==> config.mk <==
export PLATFORM = sky130hd
export DESIGN_NAME = prco_regs_bank
export DESIGN_NICKNAME = d
export VERILOG_FILES = /design/src/rtl/prco_regs_bank.sv
export SDC_FILE = /design/constraint.sdc
export NUM_CORES = 1
export LEC_CHECK = 0
export BUFFER_PORTS_ARGS = -buffer_cell sky130_fd_sc_hd__buf_4
export CAP_MARGIN = 20
export CORE_MARGIN = 3
export CORE_UTILIZATION = 40
export CTS_BUF_LIST = sky130_fd_sc_hd__clkbuf_8
export DETAILED_ROUTE_END_ITERATION = 8
export HOLD_SLACK_MARGIN = 0.12
export PLACE_DENSITY = 0.57
export SYNTH_ARGS = -nofsm -noshare
export SYNTH_HDL_FRONTEND = slang
export SYNTH_SLANG_ARGS = --single-unit
==> constraint.sdc <==
create_clock -name i_clk -period 2.8 [get_ports i_clk]
set_clock_uncertainty 0.1 [all_clocks]
set_input_delay 0 -clock i_clk [delete_from_list [all_inputs] [get_ports i_clk]]
set_output_delay 0 -clock i_clk [all_outputs]
set_load 0.1 [all_outputs]
==> src/rtl/prco_regs_bank.sv <==
// rtl/prco_regs_bank.sv - PRCO register bank: 2R/1W, byte lanes, bypass, busy scoreboard
module prco_regs_bank #(
  parameter int DATA_W  = 16,
  parameter int ADDR_W  = 3,
  parameter int ZERO_R0 = 0
) (
  input  logic                i_clk,
  input  logic                i_reset,
  input  logic                i_en,
  input  logic [ADDR_W-1:0]   i_sela,
  output logic [DATA_W-1:0]   q_data,
  input  logic [ADDR_W-1:0]   i_selb,
  output logic [DATA_W-1:0]   q_datb,
  input  logic                i_we,
  input  logic [ADDR_W-1:0]   i_seld,
  input  logic [DATA_W-1:0]   i_datd,
  input  logic [DATA_W/8-1:0] i_be,
  input  logic                i_lock,
  input  logic [ADDR_W-1:0]   i_lsel,
  output logic                q_busya,
  output logic                q_busyb
);

  localparam int NREG  = 1 << ADDR_W;
  localparam int NLANE = DATA_W / 8;
  localparam bit R0_Z  = (ZERO_R0 != 0);

  logic [NREG-1:0][DATA_W-1:0] regs;
  logic [NREG-1:0][DATA_W-1:0] regs_nxt;
  logic [NREG-1:0]             busy;
  logic [NREG-1:0]             busy_nxt;

  logic                        wr_ok;
  logic                        lock_ok;
  logic [DATA_W-1:0]           rd_a;
  logic [DATA_W-1:0]           rd_b;
  logic                        bs_a;
  logic                        bs_b;

  // A hard-wired R0 swallows writes and locks aimed at it
  always_comb begin
    wr_ok   = i_we && !(R0_Z && (i_seld == '0));
    lock_ok = i_lock && !(R0_Z && (i_lsel == '0));
  end

  // Post-edge register and busy state: lane merge, then clear-on-write, then lock (lock wins)
  always_comb begin
    regs_nxt = regs;
    busy_nxt = busy;
    if (wr_ok) begin
      for (int k = 0; k < NLANE; k++) begin
        if (i_be[k]) begin
          regs_nxt[i_seld][8*k +: 8] = i_datd[8*k +: 8];
        end
      end
    end
    if (i_we) begin
      busy_nxt[i_seld] = 1'b0;
    end
    if (lock_ok) begin
      busy_nxt[i_lsel] = 1'b1;
    end
  end

  // Read ports look at the post-edge state, which gives write-to-read bypass for free
  always_comb begin
    rd_a = regs_nxt[i_sela];
    rd_b = regs_nxt[i_selb];
    bs_a = busy_nxt[i_sela];
    bs_b = busy_nxt[i_selb];
    if (R0_Z && (i_sela == '0)) begin
      rd_a = '0;
      bs_a = 1'b0;
    end
    if (R0_Z && (i_selb == '0)) begin
      rd_b = '0;
      bs_b = 1'b0;
    end
  end

  // State and registered outputs; reset beats the clock enable
  always_ff @(posedge i_clk) begin
    if (i_reset) begin
      regs    <= '0;
      busy    <= '0;
      q_data  <= '0;
      q_datb  <= '0;
      q_busya <= 1'b0;
      q_busyb <= 1'b0;
    end else if (i_en) begin
      regs    <= regs_nxt;
      busy    <= busy_nxt;
      q_data  <= rd_a;
      q_datb  <= rd_b;
      q_busya <= bs_a;
      q_busyb <= bs_b;
    end
  end

endmodule

==> summary.md, run 1 <==
| Metric | Value |
|---|---|
| Synth top cells by count | 170 x dfxtp_1, 169 x nor2_1, 161 x nand2_1, 132 x mux2i_1, 106 x a21oi_1 |
| CP delay by family, top | buffers and inverters |
| Synth Net Count | 1385 |
| Top sig layer | met4 |
| Clk sinks | 170 |
| H-tree Lvls | 4 |
| Seq/Total Area, Yosys | 32.7% |
| Clock-pin transition on the worst setup and hold timing paths | roughly 100 ps |
| F_max | 369 MHz |
| Via count | ~11000 |
| Die width | between 150 and 200 µm |
| Netlist Area Pre-Place | 10400 µm² |
| First DRT Iteration DRCs | 1360 |
| Post-synth top flop | dfxtp_1 |
| Outcome | complete, no violations |
| Post-DP HPWL | 27.5 mm |
| Top Ports | a little under 70 |
| Chip height | 167 µm |
| Post-DRT Antenna Nets | 0 |
| Worst EP required | roughly 3000 ps |
| Tightest Pin Transition | 870 ps |
| Vias/cell | 6.28 |
| Clock Path Buffers | 2 |
| Pleak | 4.27 nW |
| Final Instance Count excl. Fillers | between 1500 and 2000 |
| CP Capture Type | register |
| Period utilization | a little under 100% |
| CP max FO | 18 |
| Hold WC Path Type | in2reg |
| CTS tree | yes |
| RSZ-0062 raised after global routing | false |
| Routed WL | 40.2 mm |
| CP peak stage delay | 590 ps |
| RePlAce Congestion | 0.946 |
| # rows | 58 |
| Largest net degree at the start of global routing | 81 |
| ANT cells | 0 |
| WS Path Type | in2reg |
| CP Cell Sequence | dlygate4sd3_1, buf_4, nand3_2, nor2_8, nor3_1, o31ai_1, o311ai_0, dlygate4sd3_1, a211oi_1 |
| CTS root buffer | clkbuf_8 |
| CP Launch Type | primary input |
| Initial Util | 41.0% |
| Cells after synthesis | about 1400 |
| Max-slew headroom | 42.0% |
| Top-count cell post-synth | dfxtp_1 |
| Most common cell on crit path | dlygate4sd3_1 |
| Placed insts | about 1700 |
| Global-route wire length before repair | 61.6 mm |
| EDFF count, synth | 0 |
| TritonCTS Buffers | 17 |
| Die ar. | about 28000 µm² |
| Synth top area share | about a third |
| Total track usage | about 28% |
| Layout cells sized above 1 | 13.6% |
| Yosys reg bits | 170 |
| Fraction of registers with async set/reset | 0% |
| Post-synth top area cell | dfxtp_1 |
| Overflow after GRT | 0 |
| Power per Cell Area | 461 nW/µm² |
| DR WL met2 | 17.6 mm |
| Worst-Skew Late Latency | 470 ps |
| Final hold vios | 0 |
| Peak VDD IR | ~0.00021 V |
| Synth area leaders | dfxtp_1 33%, mux2i_1 13%, nor2_1 6.1%, nand2_1 5.8%, a21oi_1 5.1% |
| Clock period minus final worst setup slack | 2710 ps |
| Avg Cell Area, Syn | 7.72 µm² |
| Vias in the first global route | a little over 10000 |
| Yosys cell types | 80 |
| Metal3 WL | 3.88 mm |
| CORE AREA | 25400 µm² |
| # Max-Cap Violations | 0 |
| Detailed Routing Iterations Pass 1 | 6 |
| Crit path buf inv count | 3 |
| Yosys warns | 0 |
| DRT met1 WL | 17.5 mm |
| CP max-delay cell | dlygate4sd3_1 |
| Slew Viols, Final | 0 |
| # fillers | roughly 2600 |
| Post-CTS setup buffers | 0 |
| Port bufs | just under 70 |
| Final net count | around 1400 |
| P&R area growth vs syn | 14.3% |
| DR DRC count | 0 |
| Final setup viols | 0 |
| TNS Setup | 0 ps |
| Antenna violations before repair | 0 |
| Data arrival, critical path | 3010 ps |
| Drt wl/cell | 23.1 µm |
[path summary, 6_finish.rpt]
kind	from	end	slack, ps	depth (start not counted)
worst max register to register	regs[101]	q_datb[5]	840	5
worst max-delay path	i_we	q_datb[5]	90	9
worst min-delay path	i_be[0]	regs[84]	160	5
worst min register to register	regs[16]	regs[16]	360	2
[registers in the layout, summed over array words and instances, names as in the netlist]
signal   cells
q_data      16
q_datb      16
regs       128
q_busya      1
busy         8
q_busyb      1
[power by group]
part           total (mW)  internal [mW]  switching, mW
clock network        1.85          0.849           1.01
registers            2.51           2.47         0.0378
logic                1.13          0.321          0.813
[cells in the final DEF, fill, tap and decap left out, drive strengths merged, types with 11 or more instances in the layout]
cell type / n
a211oi: 13
a21oi: 106
a32oi: 11
buf: 109
clkbuf: 19
dfxtp: 170
dlygate4sd3: 40
mux2i: 133
nand2: 161
nand2b: 13
nand3: 90
nor2: 184
nor2b: 13
nor3: 37
o211ai: 12
o21ai: 76
o221ai: 19
o22ai: 18
o32ai: 18
[metal layers]
metal  vias to the layer above  track usage [%]
met5                         -                0
li1                       5015                -
met3                        92             6.87
met4                         0             9.57
met1                      5231             38.7
met2                       562             42.1
[timing repair]
action                                  4_1_cts  5_1_grt
endpoints found under the setup margin        0        1
endpoints found under the hold margin       170        0
hold buffers                                 40        0
resized for setup                             0        6
[stage by stage]
step	util [%]	setup WS (ps)	hold WS (ps)	total power, mW	area [µm²]
final	46.9	87.3	155	5.49	11900
after detailed placement	43.7	496	221	3.63	11100
after CTS	46.8	20.4	124	5.50	11900
after global placement	43.7	550	215	3.63	11100
after global routing	46.9	21.0	164	5.67	11900
after floorplan	-	1080	47.7	3.31	10400
[logic make-up (layout without fill, tap and decap cells)]
| family | Yosys count | count (layout) | synth area share (%) |
|---|---|---|---|
| buffers and inverters | 129 | 186 | 5.63 |
| and+or+nand+nor | 544 | 544 | 24.6 |
| DFF | 170 | 170 | 32.7 |
| AOI/OAI and AO/OA | 365 | 365 | 23.3 |
| xor gates and xnor gates | 2 | 2 | 0.240 |
| muxes | 140 | 140 | 13.6 |
[cell type report]
class	instances	area, µm²	area share [%]
Tap cell	330	413	3.46
Clock buffer	19	262	2.19
Clock inverter	13	139	1.17
Timing Repair Buffer	149	1230	10.4
Inverter	5	18.8	0.157
Multi-Input combinational cell	1051	6450	54.1
Sequential cell	170	3400	28.6
[tightest hold or removal path: stages]
cell and delay (ps):
buf_4 150, nand3b_2 200, nor2_4 170, nand3_1 110
a21oi_1 60
(Power assumes the default switching activity.)
==> run 2: changes to the inputs <==
Settings changed: CELL_PAD_IN_SITES_DETAIL_PLACEMENT from default to 0, CELL_PAD_IN_SITES_GLOBAL_PLACEMENT from default to 1, PLACE_DENSITY 0.57 to 0.72.
==> run 2 against run 1 <==
Effect of this change:
- clock power is 6% lower
- global-route usage is 0.36 points higher
- sequential share of layout area is 0.12 points lower
- sequential power hardly changed
- fmax is 2.8% higher
- die area stayed put
- total power is 2.0% lower
- critical path type unchanged
==> summary.md, run 2 (synthesis results as in run 1) <==
| Metric | Value |
|---|---|
| Initial Util | 41.0% |
| Data arrival, critical path | between 2000 and 3000 ps |
| Crit path buf inv count | 3 |
| Total track usage | roughly 28% |
| CP Capture Type | register |
| Gate power share | 21.3% |
| R2r setup slk | about 850 ps |
| CP Launch Type | primary input |
| Clk sinks | 170 |
| Max reg flops | 128 |
| Final setup viols | 0 |
| # Max-Cap Violations | 0 |
| Max-slew headroom | between 40% and 50% |
| DR WL met2 | 17.8 mm |
| CP delay by family, top | buffers and inverters |
| Pleak | 4.27 nW |
| # fillers | 2621 |
| Min-delay src | i_seld[0] |
| CORE AREA | 25400 µm² |
| F_max | 379 MHz |
| Via count | 10800 |
| H-tree Lvls | 4 |
| CTS root buffer | clkbuf_8 |
| Multi-input gate area | ~6400 µm² |
| Hold WC Path Type | in2reg |
| First DRT Iteration DRCs | roughly 1300 |
| Overflow after GRT | 0 |
| Top sig layer | met4 |
| Power share of the clock group | 32.2% |
| CP Cell Sequence | dlygate4sd3_1, buf_4, nand3b_2, nor2_4, mux2i_1, nor2_1, o311ai_0, dlygate4sd3_1, a211oi_1 |
| Switching Power | between 1.5 and 2 mW |
| Tightest Pin Transition | 835 ps |
| TNS Setup | 0 ps |
| Detailed Routing Iterations Pass 1 | 6 |
| Power per Cell Area | 450 nW/µm² |
| Top Ports | 69 |
| Period utilization | 94.3% |
| Post-CTS setup buffers | 0 |
| Crit path launch | i_seld[1] |
| ANT cells | 0 |
| Worst-Skew Late Latency | about 490 ps |
| Peak VDD IR | 0.000233 V |
| Die width | between 150 and 200 µm |
| Most frequent cells in the layout | 170 x dfxtp_1, 169 x nor2_1, 161 x nand2_1 |
| Reg2reg end | q_data[11] |
| CP peak stage delay | 610 ps |
| Sw Ratio | 36.0% |
| WS Path Type | in2reg |
| CTS tree | yes |
| Slew Viols, Final | 0 |
| Die ar. | 28000 µm² |
| Port bufs | 68 |
| Largest net degree at the start of global routing | 90 |
| Post-DP HPWL | 28.1 mm |
| Clock Path Buffers | 2 |
| Post-DRT Antenna Nets | 0 |
| Internal power | between 3 and 4 mW |
| Clock-pin transition on the worst setup and hold timing paths | 110 ps |
| RSZ-0062 raised after global routing | false |
| Worst EP required | roughly 3100 ps |
| Layout cells sized above 1 | a little over an eighth |
| # rows | 58 |
| Critical R2R Launch | regs[11] |
| Drt wl/cell | 23.4 µm |
| Clock period minus final worst setup slack | 2640 ps |
| DR DRC count | 0 |
| RePlAce Congestion | 0.916 |
| CP max-delay cell | dlygate4sd3_1 |
| CP max FO | 16 |
| Metal3 WL | 3.27 mm |
| P&R area growth vs syn | 14.8% |
| Register area | 3400 µm² |
| Vias in the first global route | 10000 |
| Antenna violations before repair | 0 |
| Vias/cell | 6.22 |
| Most common cell on crit path | dlygate4sd3_1 |
| Outcome | complete, no violations |
| Most common cell after layout, fill and taps aside | dfxtp_1 |
| DRT met1 WL | 19.0 mm |
| TritonCTS Buffers | 17 |
| Biggest register | regs |
| Final net count | 1433 |
| Fin Hold WS | approximately 160 ps |
| Global-route wire length before repair | 62.0 mm |
| Final hold vios | 0 |
| Biggest regs | regs (128), q_data (16), q_datb (16) |
| Crit path capture | q_datb[5] |
| R2R cell count | 5 |
| CP Depth | 9 |
| Routed WL | 40.8 mm |
| Reg power frac | 46.5% |
| Chip height | 167 µm |
[run 2: power groups by stage]
stage	clock network [mW]	registers, mW	logic (mW)
floorplan	0	2.79	0.521
global placement	0	2.56	1.08
detailed placement	0	2.56	1.08
CTS	1.77	2.51	1.13
global route	1.85	2.51	1.20
finish	1.73	2.51	1.15
[run 2: repair_timing]
action / 4_1_cts / 5_1_grt
endpoints found under the hold margin: 170 / 0
hold buffers: 46 / 0
endpoints found under the setup margin: 0 / 2
gates resized for setup: 0 / 4
[run 2: how the worst min path moves through the flow]
| stage | end | slack, ps | cells after the start |
|---|---|---|---|
| 3_3_place_gp | busy[7] | 220 | 3 |
| 5_1_grt | regs[90] | 170 | 6 |
| 4_1_cts | regs[90] | 130 | 6 |
| 2_1_floorplan | busy[7] | 50 | 2 |
| 3_5_place_dp | busy[7] | 220 | 3 |
| 6_report | regs[90] | 160 | 6 |
[run 2: layout make-up]
cell class                 instances  share of cell area (%)
clock buffer                      17                    1.96
timing repair buffer             153                    11.0
clock inverter                    15                    1.15
sequential                       170                    28.4
inverter                           5                   0.157
tap                              330                    3.45
multi-input combinational       1051                    53.9
[run 2: per-stage QoR]
step | cells | utilization [%] | setup WS, ps | power, mW | area [µm²]
finish | 1741 | 47.1 | 160 | 5.39 | 12000
global route | 1741 | 47.1 | 40.8 | 5.56 | 12000
CTS | 1741 | 47.1 | 40.6 | 5.40 | 12000
detailed placement | 1663 | 43.8 | 454 | 3.64 | 11100
global placement | 1663 | 43.8 | 520 | 3.64 | 11100
floorplan | 1350 | - | 1080 | 3.31 | 10400
[run 2: layer usage]
layer,global-route usage [%],vias up
met5,0,-
met2,42.1,540
met1,42.6,5207
met4,6.76,0
li1,-,5024
met3,4.11,59
[run 2: tightest hold or removal path, stage by stage]
cell and delay, ps:
buf_4 200, nand2_1 110, buf_4 150, nor2_4 90, nand3_1 90, a21oi_1 60
